<file path="config.mk">
export PLATFORM = sky130hd
export DESIGN_NAME = controle_tiros_flat
export DESIGN_NICKNAME = d
export VERILOG_FILES = /design/src/rtl/controle_tiros_pkg.sv /design/src/rtl/controle_tiros_if.sv /design/src/rtl/controle_tiros_registro_pedidos.sv /design/src/rtl/controle_tiros.sv /design/src/flat_wrapper.sv
export SDC_FILE = /design/constraint.sdc
export NUM_CORES = 1
export LEC_CHECK = 0
export ABC_AREA = 1
export BUFFER_PORTS_ARGS = -buffer_cell sky130_fd_sc_hd__buf_2
export CAP_MARGIN = 20
export CORE_ASPECT_RATIO = 1.75
export CORE_MARGIN = 2
export CORE_UTILIZATION = 60
export CTS_CLUSTER_SIZE = 16
export DETAILED_ROUTE_END_ITERATION = 8
export GPL_TIMING_DRIVEN = 1
export HOLD_SLACK_MARGIN = 0.1
export PLACE_DENSITY = 0.84
export SKIP_LAST_GASP = 1
export SYNTH_ARGS = -nofsm -noshare
export SYNTH_HDL_FRONTEND = slang
export SYNTH_SLANG_ARGS = --single-unit
export TNS_END_PERCENT = 100
</file>
<file path="constraint.sdc">
create_clock -name clk -period 4 [get_ports clk]
set_input_delay 0.4 -clock clk [delete_from_list [all_inputs] [get_ports clk]]
set_output_delay 0.4 -clock clk [all_outputs]
set_load 0.02 [all_outputs]
</file>
<file path="src/rtl/controle_tiros_pkg.sv">
// Shared types for the shot controller: slot encodings, FSM states, request kinds.
// Latency: n/a (declarations only).
// Backpressure: n/a.
package controle_tiros_pkg;

    localparam int N_SLOTS = 16;
    localparam int ADDR_W  = 4;
    localparam int MUN_W   = 5;

    // Slot RAM contents; RESERVADO never matches any search target.
    typedef enum logic [1:0] {
        VAZIO     = 2'b00,
        ATIVO     = 2'b01,
        CARREGADO = 2'b10,
        RESERVADO = 2'b11
    } slot_t;

    typedef enum logic [2:0] {
        INIT,
        IDLE,
        SCAN,
        RD,
        CHECK,
        WRITE,
        FAIL
    } estado_t;

    typedef enum logic [1:0] {
        PED_NENHUM,
        PED_DISPARO,
        PED_RECARGA,
        PED_REMOVER
    } pedido_t;

    // Slot state a scan looks for: a fire consumes a loaded slot, a recharge fills an empty one.
    function automatic slot_t alvo_busca(input pedido_t p);
        return (p == PED_DISPARO) ? CARREGADO : VAZIO;
    endfunction

    // Value written back when a transaction succeeds.
    function automatic slot_t dado_escrita(input pedido_t p);
        case (p)
            PED_DISPARO: return ATIVO;
            PED_RECARGA: return CARREGADO;
            default:     return VAZIO;
        endcase
    endfunction

endpackage

</file>
<file path="src/rtl/controle_tiros_if.sv">
// Request, slot-RAM and status signals of the shot controller in one bundle.
// Latency: n/a (wires only).
// Backpressure: none; requests are one-cycle pulses latched by the controller.
interface controle_tiros_if;
    import controle_tiros_pkg::*;

    logic              disparo;
    logic              recarga;
    logic              remover;
    logic [ADDR_W-1:0] remover_idx;
    slot_t             mem_q;
    logic              mem_we;
    logic [ADDR_W-1:0] mem_addr;
    slot_t             mem_data;
    logic              tiro_ok;
    logic [ADDR_W-1:0] tiro_idx;
    logic              tiro_negado;
    logic              remover_ok;
    logic              erro;
    logic [MUN_W-1:0]  municao;
    logic              pronto;

    // Requester side, which also models the external slot RAM.
    modport master (
        output disparo, recarga, remover, remover_idx, mem_q,
        input  mem_we, mem_addr, mem_data, tiro_ok, tiro_idx, tiro_negado,
               remover_ok, erro, municao, pronto
    );

    // Controller side.
    modport slave (
        input  disparo, recarga, remover, remover_idx, mem_q,
        output mem_we, mem_addr, mem_data, tiro_ok, tiro_idx, tiro_negado,
               remover_ok, erro, municao, pronto
    );

endinterface

</file>
<file path="src/rtl/controle_tiros_registro_pedidos.sv">
// Sticky pending flags for fire/recharge/remove, remove-index latch and priority select.
// Latency: a pulse is visible on ped_vld the cycle after it arrives.
// Backpressure: fire/recharge pulses merge; a remove pulse while one is pending is dropped (descartado).
module registro_pedidos
    import controle_tiros_pkg::*;
(
    input  logic              clk,
    input  logic              rst_n,
    input  logic              disparo,
    input  logic              recarga,
    input  logic              remover,
    input  logic [ADDR_W-1:0] remover_idx,
    input  logic              aceita,
    output logic              ped_vld,
    output pedido_t           ped_tipo,
    output logic [ADDR_W-1:0] ped_idx,
    output logic              descartado
);

    logic              pend_disp;
    logic              pend_rec;
    logic              pend_rem;
    logic [ADDR_W-1:0] idx_q;
    logic              tira_disp;
    logic              tira_rec;
    logic              tira_rem;

    // Fixed priority: remove, then fire, then recharge.
    always_comb begin
        ped_tipo = PED_NENHUM;
        if (pend_rem) begin
            ped_tipo = PED_REMOVER;
        end else if (pend_disp) begin
            ped_tipo = PED_DISPARO;
        end else if (pend_rec) begin
            ped_tipo = PED_RECARGA;
        end
    end

    assign ped_vld    = pend_disp | pend_rec | pend_rem;
    assign ped_idx    = idx_q;
    assign tira_disp  = aceita && (ped_tipo == PED_DISPARO);
    assign tira_rec   = aceita && (ped_tipo == PED_RECARGA);
    assign tira_rem   = aceita && (ped_tipo == PED_REMOVER);
    // A remove that is being taken this cycle frees the latch, so a new one is accepted.
    assign descartado = remover && pend_rem && !tira_rem;

    // A new pulse wins over the clear issued when the same kind is taken.
    always_ff @(posedge clk or negedge rst_n) begin
        if (!rst_n) begin
            pend_disp <= 1'b0;
            pend_rec  <= 1'b0;
            pend_rem  <= 1'b0;
            idx_q     <= '0;
        end else begin
            pend_disp <= (pend_disp && !tira_disp) || disparo;
            pend_rec  <= (pend_rec && !tira_rec) || recarga;
            pend_rem  <= (pend_rem && !tira_rem) || remover;
            if (remover && !descartado) begin
                idx_q <= remover_idx;
            end
        end
    end

endmodule

</file>
<file path="src/rtl/controle_tiros.sv">
// Shot-slot controller: fire/recharge by lowest-index scan of an external 2-bit slot RAM, remove by index.
// Latency: pulse -> IDLE pick 1 cycle; scan hit at slot j writes 2+j cycles after SCAN entry; remove writes 3 cycles after pick.
// Backpressure: none; requests are latched and serviced one per transaction, excess remove pulses flagged on erro.
module controle_tiros
    import controle_tiros_pkg::*;
#(
    parameter int N_SLOTS = 16,
    parameter int ADDR_W  = 4
) (
    input  logic            clk,
    input  logic            rst_n,
    controle_tiros_if.slave bus
);

    localparam int               CNT_W   = $clog2(N_SLOTS) + 1;
    localparam logic [CNT_W-1:0] CNT_ULT = CNT_W'(N_SLOTS - 1);
    localparam logic [CNT_W-1:0] CNT_FIM = CNT_W'(N_SLOTS);
    localparam logic [MUN_W-1:0] MUN_MAX = MUN_W'(N_SLOTS);

    estado_t           estado;
    estado_t           prox_estado;
    logic [CNT_W-1:0]  cnt;
    pedido_t           op;
    logic [ADDR_W-1:0] slot_q;
    logic              init_arm;
    logic [MUN_W-1:0]  municao_q;
    logic [ADDR_W-1:0] tiro_idx_q;

    logic              ped_vld;
    pedido_t           ped_tipo;
    logic [ADDR_W-1:0] ped_idx;
    logic              descartado;
    logic              aceita;
    logic              acerto;
    logic              fim_varredura;
    logic              fim_init;

    logic              mem_we_w;
    logic [ADDR_W-1:0] mem_addr_w;
    slot_t             mem_data_w;
    logic              tiro_ok_w;
    logic              tiro_negado_w;
    logic              remover_ok_w;
    logic              erro_fsm;

    registro_pedidos u_pedidos (
        .clk         (clk),
        .rst_n       (rst_n),
        .disparo     (bus.disparo),
        .recarga     (bus.recarga),
        .remover     (bus.remover),
        .remover_idx (bus.remover_idx),
        .aceita      (aceita),
        .ped_vld     (ped_vld),
        .ped_tipo    (ped_tipo),
        .ped_idx     (ped_idx),
        .descartado  (descartado)
    );

    assign aceita        = (estado == IDLE) && ped_vld;
    // cnt=k compares mem_q for slot k-1, the address presented the cycle before.
    assign acerto        = (cnt != '0) && (bus.mem_q == alvo_busca(op));
    assign fim_varredura = (cnt == CNT_FIM);
    // init_arm holds off the sweep for the first cycle after reset so mem_we reads 0 under reset.
    assign fim_init      = init_arm && (cnt == CNT_ULT);

    // State register.
    always_ff @(posedge clk or negedge rst_n) begin
        if (!rst_n) begin
            estado <= INIT;
        end else begin
            estado <= prox_estado;
        end
    end

    // Next-state decode.
    always_comb begin
        prox_estado = estado;
        case (estado)
            INIT:  if (fim_init) prox_estado = IDLE;
            IDLE: begin
                if (ped_vld) begin
                    prox_estado = (ped_tipo == PED_REMOVER) ? RD : SCAN;
                end
            end
            SCAN: begin
                if (acerto) begin
                    prox_estado = WRITE;
                end else if (fim_varredura) begin
                    prox_estado = FAIL;
                end
            end
            RD:    prox_estado = CHECK;
            CHECK: prox_estado = (bus.mem_q == ATIVO) ? WRITE : FAIL;
            WRITE: prox_estado = IDLE;
            FAIL:  prox_estado = IDLE;
            default: prox_estado = INIT;
        endcase
    end

    // Sweep/scan counter, captured request kind and target slot.
    always_ff @(posedge clk or negedge rst_n) begin
        if (!rst_n) begin
            init_arm <= 1'b0;
            cnt      <= '0;
            op       <= PED_NENHUM;
            slot_q   <= '0;
        end else begin
            init_arm <= 1'b1;
            case (estado)
                INIT: begin
                    if (init_arm) begin
                        cnt <= fim_init ? '0 : cnt + CNT_W'(1);
                    end
                end
                IDLE: begin
                    cnt <= '0;
                    if (ped_vld) begin
                        op     <= ped_tipo;
                        slot_q <= ped_idx;
                    end
                end
                SCAN: begin
                    if (acerto) begin
                        slot_q <= ADDR_W'(cnt - CNT_W'(1));
                    end else begin
                        cnt <= cnt + CNT_W'(1);
                    end
                end
                default: ;
            endcase
        end
    end

    // Per-state RAM drive and result pulses.
    always_comb begin
        mem_we_w      = 1'b0;
        mem_addr_w    = '0;
        mem_data_w    = VAZIO;
        tiro_ok_w     = 1'b0;
        tiro_negado_w = 1'b0;
        remover_ok_w  = 1'b0;
        erro_fsm      = 1'b0;
        case (estado)
            INIT: begin
                mem_we_w   = init_arm;
                mem_addr_w = cnt[ADDR_W-1:0];
                mem_data_w = init_arm ? CARREGADO : VAZIO;
            end
            SCAN: begin
                mem_addr_w = cnt[ADDR_W-1:0];
            end
            RD, CHECK: begin
                mem_addr_w = slot_q;
            end
            WRITE: begin
                mem_we_w     = 1'b1;
                mem_addr_w   = slot_q;
                mem_data_w   = dado_escrita(op);
                tiro_ok_w    = (op == PED_DISPARO);
                remover_ok_w = (op == PED_REMOVER);
            end
            FAIL: begin
                tiro_negado_w = (op == PED_DISPARO);
                erro_fsm      = (op == PED_REMOVER);
            end
            default: ;
        endcase
    end

    // Loaded-slot count follows every CARREGADO/ATIVO write, clamped to 0..N_SLOTS.
    always_ff @(posedge clk or negedge rst_n) begin
        if (!rst_n) begin
            municao_q <= '0;
        end else if (mem_we_w) begin
            if (mem_data_w == CARREGADO && municao_q < MUN_MAX) begin
                municao_q <= municao_q + MUN_W'(1);
            end else if (mem_data_w == ATIVO && municao_q != '0) begin
                municao_q <= municao_q - MUN_W'(1);
            end
        end
    end

    // Last granted slot, held between grants.
    always_ff @(posedge clk or negedge rst_n) begin
        if (!rst_n) begin
            tiro_idx_q <= '0;
        end else if (tiro_ok_w) begin
            tiro_idx_q <= slot_q;
        end
    end

    assign bus.mem_we      = mem_we_w;
    assign bus.mem_addr    = mem_addr_w;
    assign bus.mem_data    = mem_data_w;
    assign bus.tiro_ok     = tiro_ok_w;
    assign bus.tiro_idx    = tiro_ok_w ? slot_q : tiro_idx_q;
    assign bus.tiro_negado = tiro_negado_w;
    assign bus.remover_ok  = remover_ok_w;
    assign bus.erro        = erro_fsm | descartado;
    assign bus.municao     = municao_q;
    assign bus.pronto      = (estado == IDLE) && !ped_vld;

endmodule

</file>
<file path="src/flat_wrapper.sv">
// flat-port wrapper written by rule: the top's interface ports become plain ports
module controle_tiros_flat import controle_tiros_pkg::*;
#(
    parameter int N_SLOTS = 16,
    parameter int ADDR_W  = 4
)
  (clk, rst_n, bus_disparo, bus_recarga, bus_remover, bus_remover_idx, bus_mem_q, bus_mem_we, bus_mem_addr, bus_mem_data, bus_tiro_ok, bus_tiro_idx, bus_tiro_negado, bus_remover_ok, bus_erro, bus_municao, bus_pronto);
  controle_tiros_if bus_i ();
  input  logic clk;
  input  logic rst_n;
  input wire logic [$bits(bus_i.disparo)-1:0] bus_disparo;
  input wire logic [$bits(bus_i.recarga)-1:0] bus_recarga;
  input wire logic [$bits(bus_i.remover)-1:0] bus_remover;
  input wire logic [$bits(bus_i.remover_idx)-1:0] bus_remover_idx;
  input wire logic [$bits(bus_i.mem_q)-1:0] bus_mem_q;
  output wire logic [$bits(bus_i.mem_we)-1:0] bus_mem_we;
  output wire logic [$bits(bus_i.mem_addr)-1:0] bus_mem_addr;
  output wire logic [$bits(bus_i.mem_data)-1:0] bus_mem_data;
  output wire logic [$bits(bus_i.tiro_ok)-1:0] bus_tiro_ok;
  output wire logic [$bits(bus_i.tiro_idx)-1:0] bus_tiro_idx;
  output wire logic [$bits(bus_i.tiro_negado)-1:0] bus_tiro_negado;
  output wire logic [$bits(bus_i.remover_ok)-1:0] bus_remover_ok;
  output wire logic [$bits(bus_i.erro)-1:0] bus_erro;
  output wire logic [$bits(bus_i.municao)-1:0] bus_municao;
  output wire logic [$bits(bus_i.pronto)-1:0] bus_pronto;
  assign bus_i.disparo = bus_disparo;
  assign bus_i.recarga = bus_recarga;
  assign bus_i.remover = bus_remover;
  assign bus_i.remover_idx = bus_remover_idx;
  assign bus_i.mem_q = bus_mem_q;
  assign bus_mem_we = bus_i.mem_we;
  assign bus_mem_addr = bus_i.mem_addr;
  assign bus_mem_data = bus_i.mem_data;
  assign bus_tiro_ok = bus_i.tiro_ok;
  assign bus_tiro_idx = bus_i.tiro_idx;
  assign bus_tiro_negado = bus_i.tiro_negado;
  assign bus_remover_ok = bus_i.remover_ok;
  assign bus_erro = bus_i.erro;
  assign bus_municao = bus_i.municao;
  assign bus_pronto = bus_i.pronto;
  controle_tiros #(.N_SLOTS(N_SLOTS), .ADDR_W(ADDR_W)) u_core (.clk(clk), .rst_n(rst_n), .bus(bus_i));
endmodule
</file>
# == After elaboration in Yosys (flattened, before gate mapping) ==
# Index checks and enable logic that the tools add are counted.
# word_totals
ff_bits,31
inputBits,11
out_inout_bits,21
wordCells,110
# classes
add_sub_neg,4
magnitude_cmp,1
n_eq_ne,24
n_mux,30
bitwise_logic,3
n_reduce_logical,37
# ops
operator,n
two-way mux 5 bit,5
case mux 3 bit (6 select lines),1
case mux 4 bit (2 select lines),2
logical AND 1 bit,15
case mux 5 bit (3 select lines),1
two-way mux 2 bit,6
two-way mux 3 bit,4
two-way mux 4 bit,3
"adder 5 x 1 -> 5 bit, second input constant",2
"equality test 2 bit, second input constant",5
nonzero test 5 bit,2
"equality test 3 bit, second input constant",3
AND reduction 3 bit,3
"equality test 2 x 1 -> 1 bit, second input constant",4
"!= test 2 x 1 -> 1 bit, second input constant",4
case mux 2 bit (2 select lines),2
"equality test 3 x 2 -> 1 bit, second input constant",2
"equality test 5 x 4 -> 1 bit, second input constant",1
"equality test 5 bit, second input constant",1
logical NOT 1 bit,5
"< comparator 5 bit, second input constant",1
two-way mux 1 bit,5
"subtractor 5 x 1 -> 5 bit, second input constant",1
AND reduction 2 bit,2
other kinds (13),19

# == Depth between registers and ports, before layout ==
# Gate-level depths: netlist (run 1).
# logic_depth
word_depth,9
depth_mapped,14
ltp_nobuf,14

# == Cells and area by module ==
# From an unflattened synthesis (run 1), not the netlist that was laid out.
# hier_totals
cells_unflattened,252
area_unflattened_um2,1948.1
# modules_own_cells
module,instances,cells_per_inst,area_each_um2,seq_area_each_um2
controle_tiros,1,215,1645.3,600.6
registro_pedidos,1,37,302.8,175.2

# == Worst setup path before layout (run 1) ==
# OpenSTA, ideal clock, no wires.
# synth_timing
path_kind,register to register
startpoint,reg u_core.estado[0]
endpoint,reg u_core.municao_q[4] (netlist: u_core.bus.municao[4])
setup_ps,117
arrival_time_ps,1831
required_ps,3883
slack_ps,2052
path_stages_with_launch,13
n_path_buf,0
period_less_slack_ps,1948
path_cell_list,dfrtp_1 inv_2 nor2_2 nand4_1 nand2_4 nand2_1 inv_1 fa_1 nand3b_1 nand2_1 nand4_1 nand3_1 nand2_1
# synth_between
elab_chain_len,6
elab_cells_between_ends,11
cone_classes,eq/ne: 3; mux: 3; reduce/logical: 5
# synth_lines
element,line,source
from (decl),controle_tiros.sv:20,estado_t estado;
from (signal assigned),controle_tiros.sv:72,estado <= prox_estado;
equality test 3 bit or logical NOT 3 bit (tied branches),n/a,
case mux 2 bit (2 select lines) *,controle_tiros.sv:144,case (estado)
via bus_mem_data[1],flat_wrapper.sv:18,output wire logic [$bits(bus_i.mem_data)-1:0] bus_mem_data;
equality test 2 x 1 -> 1 bit or equality test 2 bit (tied branches),"controle_tiros.sv:178, controle_tiros.sv:176",
logical AND 1 bit (on tied branches),"controle_tiros.sv:178, controle_tiros.sv:176",
nonzero test 2 bit (no line),n/a,
AND reduction 2 bit (no line),n/a,
to (signal assigned),controle_tiros.sv:177,municao_q <= municao_q + MUN_W'(1);
to (signal assigned),controle_tiros.sv:179,municao_q <= municao_q - MUN_W'(1);
to (decl),controle_tiros.sv:26,logic [MUN_W-1:0] municao_q;
# The timed path passes the listed nets; every way through them passes the cells marked *.
# A chain may end at the register's enable or synchronous reset.

# == Worst setup path in the final report (run 1) ==
# layout_timing
startpoint,reg u_core.estado[2]
endpoint,out bus_pronto
# layout_between
elab_chain_len,2
# layout_lines
element,line,source
equality test 3 x 1 -> 1 bit,controle_tiros.sv:202,assign bus.pronto = (estado == IDLE) && !ped_vld;
logical AND 1 bit,controle_tiros.sv:202,
to (decl),flat_wrapper.sv:25,output wire logic [$bits(bus_i.pronto)-1:0] bus_pronto;
# Every way passes these cells.

==> results of run 1 <==
logic make-up after synthesis:
kind of cell,Yosys count,share of synthesized area [%]
AO/OA/AOI/OAI,27,7.72
XOR/XNOR,5,2.29
adder cells (fa/ha/maj),8,5.63
buffers and inverters,36,7.33
flip-flops,31,40.6
other,1,0.196
AND/OR/NAND/NOR,148,36.3
worst reg2reg max path, delay by kind of cell, from the launching register on:
kind | cells | cell delay [ns]
flops | 1 | 0.45
buf+inv | 2 | 0.18
fa+ha+maj | 1 | 0.39
simple gates | 10 | 0.96
power groups by stage:
| stage | Sequential [mW] | Combinational [mW] | Clock [mW] |
|---|---|---|---|
| 6_report | 0.546 | 1.13 | 0.272 |
| 5_1_grt | 0.561 | 1.28 | 0.290 |
| 4_1_cts | 0.543 | 1.13 | 0.279 |
| 2_1_floorplan | 0.548 | 0.847 | 0 |
| 3_5_place_dp | 0.549 | 1.12 | 0 |
| 3_3_place_gp | 0.543 | 1.10 | 0 |
area by class of cell:
| cell class | count | area [µm²] | area share, % |
|---|---|---|---|
| Inverter | 34 | 128 | 5.78 |
| Sequential cell | 31 | 776 | 35.1 |
| Multi-Input combinational cell | 189 | 996 | 45.1 |
| Clock buffer | 8 | 100 | 4.53 |
| Timing Repair Buffer | 31 | 155 | 7.03 |
| Tap cell | 43 | 53.8 | 2.44 |
routing by layer:
layer / GRT usage, % / vias to the layer above / wire [µm]
li1: - / 891 / -
met3: 7.13 / 18 / 162
met5: 0 / - / 0
met2: 47.9 / 48 / 2480
met4: 16.4 / 0 / 169
met1: 26.4 / 845 / 1620
path summary, 6_finish.rpt:
kind | startpoint | to | slack, ns | cells past startpoint
setup / recovery | u_core.estado[2] | bus_pronto | 1.83 | 4
hold / removal | rst_n | u_core.bus.municao[3] | 0.15 | 1
setup reg to reg | u_core.estado[1] | u_core.bus.municao[4] | 1.92 | 13
hold reg to reg | u_core.slot_q[3] | u_core.slot_q[3] | 0.47 | 2
max in group asynchronous | rst_n | u_core.tiro_idx_q[1] | 3.40 | 1
min in group clk | bus_recarga | u_core.u_pedidos.pend_rec | 0.30 | 3
cell usage in the layout (no fill, tap or decap):
cell type,netlist,routed
nand4_4,1,1
nand2_1,83,83
a31oi_1,1,1
o21ai_0,9,9
buf_2,1,31
conb_1,1,1
nor3b_1,1,1
nand3_1,24,24
o22ai_1,4,4
o32ai_1,1,1
ha_1,7,7
dfrtp_1,31,31
nor3_1,2,2
xnor2_1,2,2
nand2_2,1,1
nor2_4,3,3
inv_1,30,30
inv_2,3,3
nand2_4,5,5
nand4_1,5,5
clkinv_1,1,1
xor2_1,3,3
nand3b_1,1,1
a21oi_1,11,11
nor2_1,20,20
clkbuf_1,0,1
o21bai_1,1,1
clkbuf_8,0,7
fa_1,1,1
nor2_2,2,2
per-stage QoR:
| stage | hold WS (ns) | std cells | power (mW) | cell area [µm²] | util (%) |
|---|---|---|---|---|---|
| after CTS | 0.174 | 336 | 1.95 | 2210 | 71.1 |
| after detailed placement | 0.460 | 328 | 1.67 | 2110 | 67.8 |
| after global placement | 0.459 | 328 | 1.64 | 2110 | 67.8 |
| after floorplan | 0.104 | 256 | 1.40 | 1910 | - |
| final | 0.146 | 336 | 1.95 | 2210 | 71.1 |
| after global routing | 0.209 | 336 | 2.13 | 2210 | 71.1 |
registers in the layout, summed over array words and instances, names as in the netlist:
signal and count:
u_core.u_pedidos.pend_disp 1, u_core.estado 3, u_core.tiro_idx_q 4, u_core.u_pedidos.pend_rem 1
u_core.u_pedidos.ped_idx 4, u_core.slot_q 4, u_core.bus.municao 5, u_core.cnt 5
u_core.u_pedidos.pend_rec 1, u_core.op 2, u_core.init_arm 1
==> impl_metrics.yaml, run 1 <==
outcome:
  outcome: "finished, final reports clean"
detailed_routing:
  drc: 0
  drt-total-wl_um: 4440
  via_per_inst: 5.36
  ant_nets: 0
  vias: 1802
  first_pass_iters: 4
  wl_per_cell_um: 13.2
  drt-initial-drc-count: 68
placed_design:
  dp_slack_ns: 1.94
  gp_congestion: 0.863
  port_buffers: 31
  hpwl_um: 3320
setup_path:
  startpoint_type: "register"
  crit_family: "simple AND/OR/NAND/NOR gates"
  crit_path_max_incr_delay_ns: 0.49
  critical_path_class: "reg2out"
  arrival_ns: 1.77
  end_kind: "primary output"
  slowest_stage: "nor3_1"
  required_ns: 3.60
  crit_buf_inv: 2
  cp_cell_sequence: "nor3_1 -> nand2_1 -> clkinv_1 -> buf_2"
  crit_fanout: 7
timing:
  setup_viol: 0
  grt_setup_unrepaired: "false"
  period_share_pct: 54.3
  tightest_slew_ns: 0.692
  drv_slew: 0
  finalCriticalPeriod_ns: 2.17
  relSlewSlack_pct: 53.9
  fin_ws_ns: 1.83
  clock_skew_ns: 0.00897
  tns_ns: 0
  hold_violations: 0
  max_freq_mhz: 461
global_routing:
  grt_pass1_wl_um: 7250
  antenna_found_initial: 0
  grt_max_degree: 32
  grt_overflow: 0
  grt_pass1_vias: 1794
  grt_use_total_pct: 27.3
clock_tree:
  cts_resized: 0
  cts.sinks: 31
  tritoncts: "done"
  root_buffer: "clkbuf_8"
  cts_setup_buffers: 0
  clk_pin_slew_ns: 0.07
  clock_latency_ns: 0.29
  hold_buffers: 0
  numCtsBuffers: 5
  cts.path.max_buffers: 2
  htree_num_levels: 2
synth:
  syn_nets: 275
  synth_area_mm2: 0.00191
  synth_edf_count: 0
  synth_top_area_share_pct: 40.6
  synth_top_cell_by_area: "dfrtp_1"
  ys_top_cells_by_area: "dfrtp_1, nand2_1, nand3_1"
  synthCells: 256
  netlist_top_cells_count: "nand2_1, dfrtp_1, inv_1, nand3_1, nor2_1"
  synth_ff_type: "dfrtp_1"
  ys_seq_area_share_pct: 40.6
  synth.most_common_cell: "nand2_1"
  yosysWarningCount: 0
  syn_area_per_cell_um2: 7.47
  yosysUniqueCellTypes: 29
  ys_ff_latch: 31
  async_flop_share_pct: 100
finish:
  diodes: 0
  drive_gt1_share_pct: 18.1
  nets: 311
  fillers: 273
  area_growth_syn_to_layout_pct: 15.5
floorplanning:
  dieArea_mm2: 0.00367
  num_rows: 27
  fp.dieH_um: 78.7
  ioPinCount: 32
  start_util_pct: 61.5
  core_area_mm2: 0.00311
  die_width_um: 46.7
pwr:
  p_leak_nw: 1.23
  p_switching_uw: 969
  p_clk_share_pct: 13.9
  pwr-share-seq_pct: 28.0
  vdd_drop_max_mv: 0.499
  pwr-share-comb_pct: 58.1
  p_per_area_mw_per_mm2: 883
  switching_share_pct: 49.7
  internal-power_uw: 981
run:
  drv_cap: 0
worst_hold_path:
  hold_path_class: "in2async"
Note: power is estimated with default switching activity, not from simulation.
==> run 2, diff against run 1 <==
Settings changed: CORE_UTILIZATION 60 to 56, PLACE_DENSITY 0.84 to 0.79.
Clock period 4 ns to 2.1 ns, I/O delays scaled along.
==> run 2 against run 1 <==
Cell area grew 2.3%. Critical path depth is 8 higher. Die area rose by 6.7%. Total power rose by 94%. Worst hold slack got worse by 0.037 ns. Utilization down 3.2 points. Combinational power rose by 94%. Flip-flop and latch count unchanged. Clock skew decreased by 0.0040 ns. Cell count rose by 1.2%. Clock-buffer cell count fell by 2. Setup slack worse by 1.7 ns. Highest routed layer unchanged.
==> impl_metrics.yaml, run 2 (synthesis results as in run 1) <==
timing:
  setup_viol: 0
  tightest_slew_ns: 0.681
  tns_ns: 0
  relSlewSlack_pct: 54.6
  fin_ws_ns: 0.103
  max_freq_mhz: 501
  drv_slew: 0
  finalCriticalPeriod_ns: 2.00
  clock_skew_ns: 0.00493
  hold_violations: 0
  period_share_pct: 95.1
finish:
  fin_cells: 340
  multiInputGateArea_mm2: 0.00101
  fin_util_pct: 67.9
  fillers: 303
  regArea_um2: 777
  final_cell_mix: "nand2_1, buf_2, inv_1, dfrtp_1, nand3_1"
  drive_gt1_share_pct: 19.7
  nets: 314
  diodes: 0
  fin_area_mm2: 0.00226
  area_growth_syn_to_layout_pct: 18.2
  layout_commonest_cell: "nand2_1"
setup_path:
  crit_family: "simple AND/OR/NAND/NOR gates"
  crit_fanout: 5
  required_ns: 2.27
  slowest_stage: "dfrtp_1"
  crit_buf_inv: 2
  cp_cell_sequence: "inv_4 -> nor2_2 -> nand4_1 -> nand2_4 -> nand2_2 -> inv_1 -> fa_2 -> nand3b_1 -> nand2_1 -> nand4_1 -> nand3_1 -> nand2_1"
  startpoint_type: "register"
  critical_path_class: "reg2reg"
  end_kind: "register"
  arrival_ns: 2.17
  crit_path_max_incr_delay_ns: 0.42
detailed_routing:
  drc: 0
  drt-initial-drc-count: 20
  ant_nets: 0
  first_pass_iters: 4
  via_per_inst: 5.18
  drt-total-wl_um: 4180
  vias: 1762
  wl_per_cell_um: 12.3
floorplanning:
  fp.dieH_um: 81.3
  ioPinCount: 32
  core_area_mm2: 0.00333
  start_util_pct: 57.4
  dieArea_mm2: 0.00392
  num_rows: 28
  die_width_um: 48.2
clock_tree:
  numCtsBuffers: 5
  tritoncts: "done"
  cts.path.max_buffers: 2
  htree_num_levels: 2
  clk_pin_slew_ns: 0.07
  root_buffer: "clkbuf_8"
  cts.sinks: 31
  clock_latency_ns: 0.28
pwr:
  p_leak_nw: 1.24
  p_per_area_mw_per_mm2: 1680
  vdd_drop_max_mv: 0.805
placed_design:
  dp_slack_ns: 0.0502
  hpwl_um: 3210
  place_area_mm2: 0.00212
  dp_cells: 331
  gp_congestion: 0.838
  port_buffers: 31
run:
  drv_cap: 0
global_routing:
  grt_overflow: 0
  grt_use_total_pct: 25.0
  grt_pass1_wl_um: 7040
  grt_pass1_vias: 1736
  antenna_found_initial: 0
  grt_max_degree: 32
outcome:
  outcome: "finished, final reports clean"
worst_hold_path:
  hold_path_class: "in2reg"
-- run 2: where the power goes --
part	switching (mW)	leakage [nW]	total, mW	internal, mW
Clock	0.215	0.0513	0.562	0.347
Combinational	1.41	0.810	2.19	0.778
Sequential	0.207	0.382	1.04	0.835
-- run 2: worst paths after layout --
| path | from | endpoint | depth (start not counted) | slack (ns) |
|---|---|---|---|---|
| max in group asynchronous | rst_n | u_core.estado[1] | 2 | 1.13 |
| min in group asynchronous | rst_n | u_core.op[1] | 2 | 0.49 |
| setup / recovery | u_core.estado[0] | u_core.bus.municao[4] | 12 | 0.10 |
| setup reg to reg | u_core.estado[0] | u_core.bus.municao[4] | 12 | 0.10 |
| hold / removal | bus_recarga | u_core.u_pedidos.pend_rec | 3 | 0.11 |
| hold reg to reg | u_core.slot_q[0] | u_core.slot_q[0] | 2 | 0.47 |
-- run 2: layout make-up --
| class | count | area share (%) |
|---|---|---|
| multi-input cells | 189 | 44.9 |
| flip-flops and latches | 31 | 34.4 |
| repair buffers | 34 | 7.97 |
| inverters | 34 | 5.76 |
| clock buffers | 6 | 3.21 |
| well taps | 45 | 2.49 |
| clock inverters | 1 | 1.33 |
-- run 2: metal layers --
| layer | global-route usage (%) | up-vias | routed length, µm |
|---|---|---|---|
| met2 | 43.8 | 41 | 2290 |
| met5 | 0 | - | 0 |
| met4 | 12.2 | 0 | 141 |
| met1 | 26.2 | 810 | 1620 |
| li1 | - | 896 | - |
| met3 | 5.33 | 15 | 132 |
-- run 2: through the flow --
| stage | power [mW] | hold WS (ns) |
|---|---|---|
| floorplan | 2.66 | -0.0856 |
| global route | 4.18 | 0.124 |
| CTS | 3.76 | 0.110 |
| global placement | 3.14 | 0.294 |
| detailed placement | 3.18 | 0.297 |
| finish | 3.79 | 0.108 |
-- run 2: worst min-delay path: stages --
cell and delay, ns:
buf_2 0.07, inv_1 0.03, nand2_1 0.05
-- run 2: what timing repair did --
action,in CTS,in global routing
gates resized for setup,0,5
setup endpoints to repair,0,2
setup buffers,0,1
hold buffers,1,0
endpoints found under the hold margin,31,0
==> run 3, diff against run 2 <==
Settings changed: CORE_UTILIZATION 56 to 50, PLACE_DENSITY 0.79 to 0.75, RECOVER_POWER set to 50.
Clock period 2.1 ns to 1.7 ns, I/O delays scaled along.
==> run 3 against run 2 <==
The run now ends with negative setup slack left. Utilization up 14 points. Sequential power up 26%. Critical path depth up 2. Routed wire length up 52%. Cell area up 31%. Sequential share of layout area down 8.1 points. Via count up 23%. First-iteration DRC count rose to 6.5 times the previous value. Flip-flop and latch count unchanged. Non-clock buffer count up 48. Die area up 11%. Highest routed layer unchanged.
==> impl_metrics.yaml, run 3 (synthesis results as in run 1) <==
setup_path:
  crit_path_max_incr_delay_ns: 0.40
  cp_cell_sequence: "inv_2 -> buf_12 -> nand2_8 -> nor2_4 -> nand2_4 -> nand2_4 -> nand2_8 -> inv_4 -> fa_2 -> nand3b_1 -> nand2_2 -> nand4_1 -> nand3_1 -> nand2_1"
  startpoint: "u_core.estado[0]"
  critical_path_class: "reg2reg"
  arrival_ns: 2.21
  crit_family: "simple AND/OR/NAND/NOR gates"
  end_kind: "register"
  worstReg2RegStart: "u_core.estado[0]"
  startpoint_type: "register"
  slowest_stage: "dfrtp_1"
  crit_buf_inv: 3
  required_ns: 1.89
  crit_fanout: 5
detailed_routing:
  vias: 2166
  via_per_inst: 5.55
  drt-total-wl_um: 6350
  drc: 0
  first_pass_iters: 4
  ant_nets: 0
  drt-initial-drc-count: 130
  wl_per_cell_um: 16.3
floorplanning:
  start_util_pct: 52.7
  dieArea_mm2: 0.00435
  ioPinCount: 32
  core_area_mm2: 0.00363
  fp.dieH_um: 85.8
  num_rows: 29
  die_width_um: 50.7
finish:
  final_cell_mix: "nand2_1, buf_4, dfrtp_1"
  area_growth_syn_to_layout_pct: 54.6
  fin_area_mm2: 0.00296
  drive_gt1_share_pct: 41.6
  layout_commonest_cell: "nand2_1"
  nets: 362
  fillers: 197
  diodes: 0
global_routing:
  grt_use_total_pct: 26.9
  grt_max_degree: 32
  antenna_found_initial: 0
  grt_overflow: 0
  grt_pass1_vias: 1985
  grt_pass1_wl_um: 8680
placed_design:
  place_area_mm2: 0.00232
  gp_congestion: 0.861
  port_buffers: 31
  dp_slack_ns: -0.120
  hpwl_um: 3680
timing:
  tightest_slew_ns: 0.782
  tns_ns: -3.40
  drv_slew: 0
  fin_ws_ns: -0.318
  period_share_pct: 119
  clock_skew_ns: 0.0180
  finalCriticalPeriod_ns: 2.02
  hold_violations: 0
  max_freq_mhz: 496
  setup_viol: 24
  grt_setup_unrepaired: "true"
  relSlewSlack_pct: 47.9
clock_tree:
  htree_num_levels: 2
  tritoncts: "done"
  clk_pin_slew_ns: 0.08
  cts.sinks: 31
  clock_latency_ns: 0.30
  root_buffer: "clkbuf_8"
  cts.path.max_buffers: 2
  numCtsBuffers: 5
worst_hold_path:
  hold_path_class: "in2reg"
  min_from: "bus_remover_idx[3]"
pwr:
  p_per_area_mw_per_mm2: 2130
  p_leak_nw: 1.56
  vdd_drop_max_mv: 1.47
outcome:
  outcome: "finished, violations left"
  violations: "negative setup slack"
run:
  drv_cap: 0
## run 3: cell type report
type	count	area (µm²)	area share [%]
repair buffers	82	679	23.0
clock inverters	3	15.0	0.508
multi-input cells	189	1220	41.2
well taps	46	57.6	1.95
clock buffers	5	68.8	2.33
inverters	34	140	4.74
flip-flops and latches	31	778	26.3
## run 3: final timing paths
kind	end	slack (ns)	depth (start not counted)
max reg2reg	u_core.bus.municao[4]	-0.32	14
min in group asynchronous	u_core.bus.municao[3]	0.47	2
min	u_core.u_pedidos.ped_idx[3]	0.11	3
max in group asynchronous	u_core.estado[1]	0.69	2
min reg2reg	u_core.u_pedidos.ped_idx[2]	0.47	2
max	u_core.bus.municao[4]	-0.32	14
## run 3: per-layer routing
metal | GRT usage, % | share of wire [%] | vias to the layer above
met1 | 26.5 | 36 | 1022
li1 | - | - | 994
met3 | 5.75 | 5.1 | 36
met2 | 50.7 | 53 | 114
met5 | 0 | 0 | -
met4 | 14.0 | 6.0 | 0
## run 3: worst register-to-register path, cell delays in order (launching register included)
cell and delay (ns):
dfrtp_1 0.40, inv_2 0.09, buf_12 0.14, nand2_8 0.06, nor2_4 0.04, nand2_4 0.07
nand2_4 0.08, nand2_8 0.10, inv_4 0.04, fa_2 0.34, nand3b_1 0.19, nand2_2 0.09
nand4_1 0.09, nand3_1 0.12, nand2_1 0.07
## run 3: metrics by stage
step	hold slack, ns	util (%)	power [mW]	instances
after floorplan	-0.126	-	3.36	256
after detailed placement	0.254	63.9	4.43	355
after CTS	0.108	72.2	5.32	377
after global placement	0.249	63.9	4.35	355
final	0.113	81.5	6.29	390
after global routing	0.144	81.5	6.69	390
## run 3: report_power, final
part	switching (mW)	internal [mW]	leakage [nW]
sequential	0.277	1.03	0.380
combinational	2.48	1.91	1.13
clock	0.306	0.280	0.0477
total	3.07	3.22	1.56
## run 3: timing repair
item | 4_1_cts | 5_1_grt
cloned | 0 | 0
gates resized for setup | 25 | 60
pin swaps | 10 | 18
hold buffers | 3 | 0
endpoints found under the hold margin | 33 | 0
buffers inserted | 11 | 15
setup endpoints to repair | 15 | 30
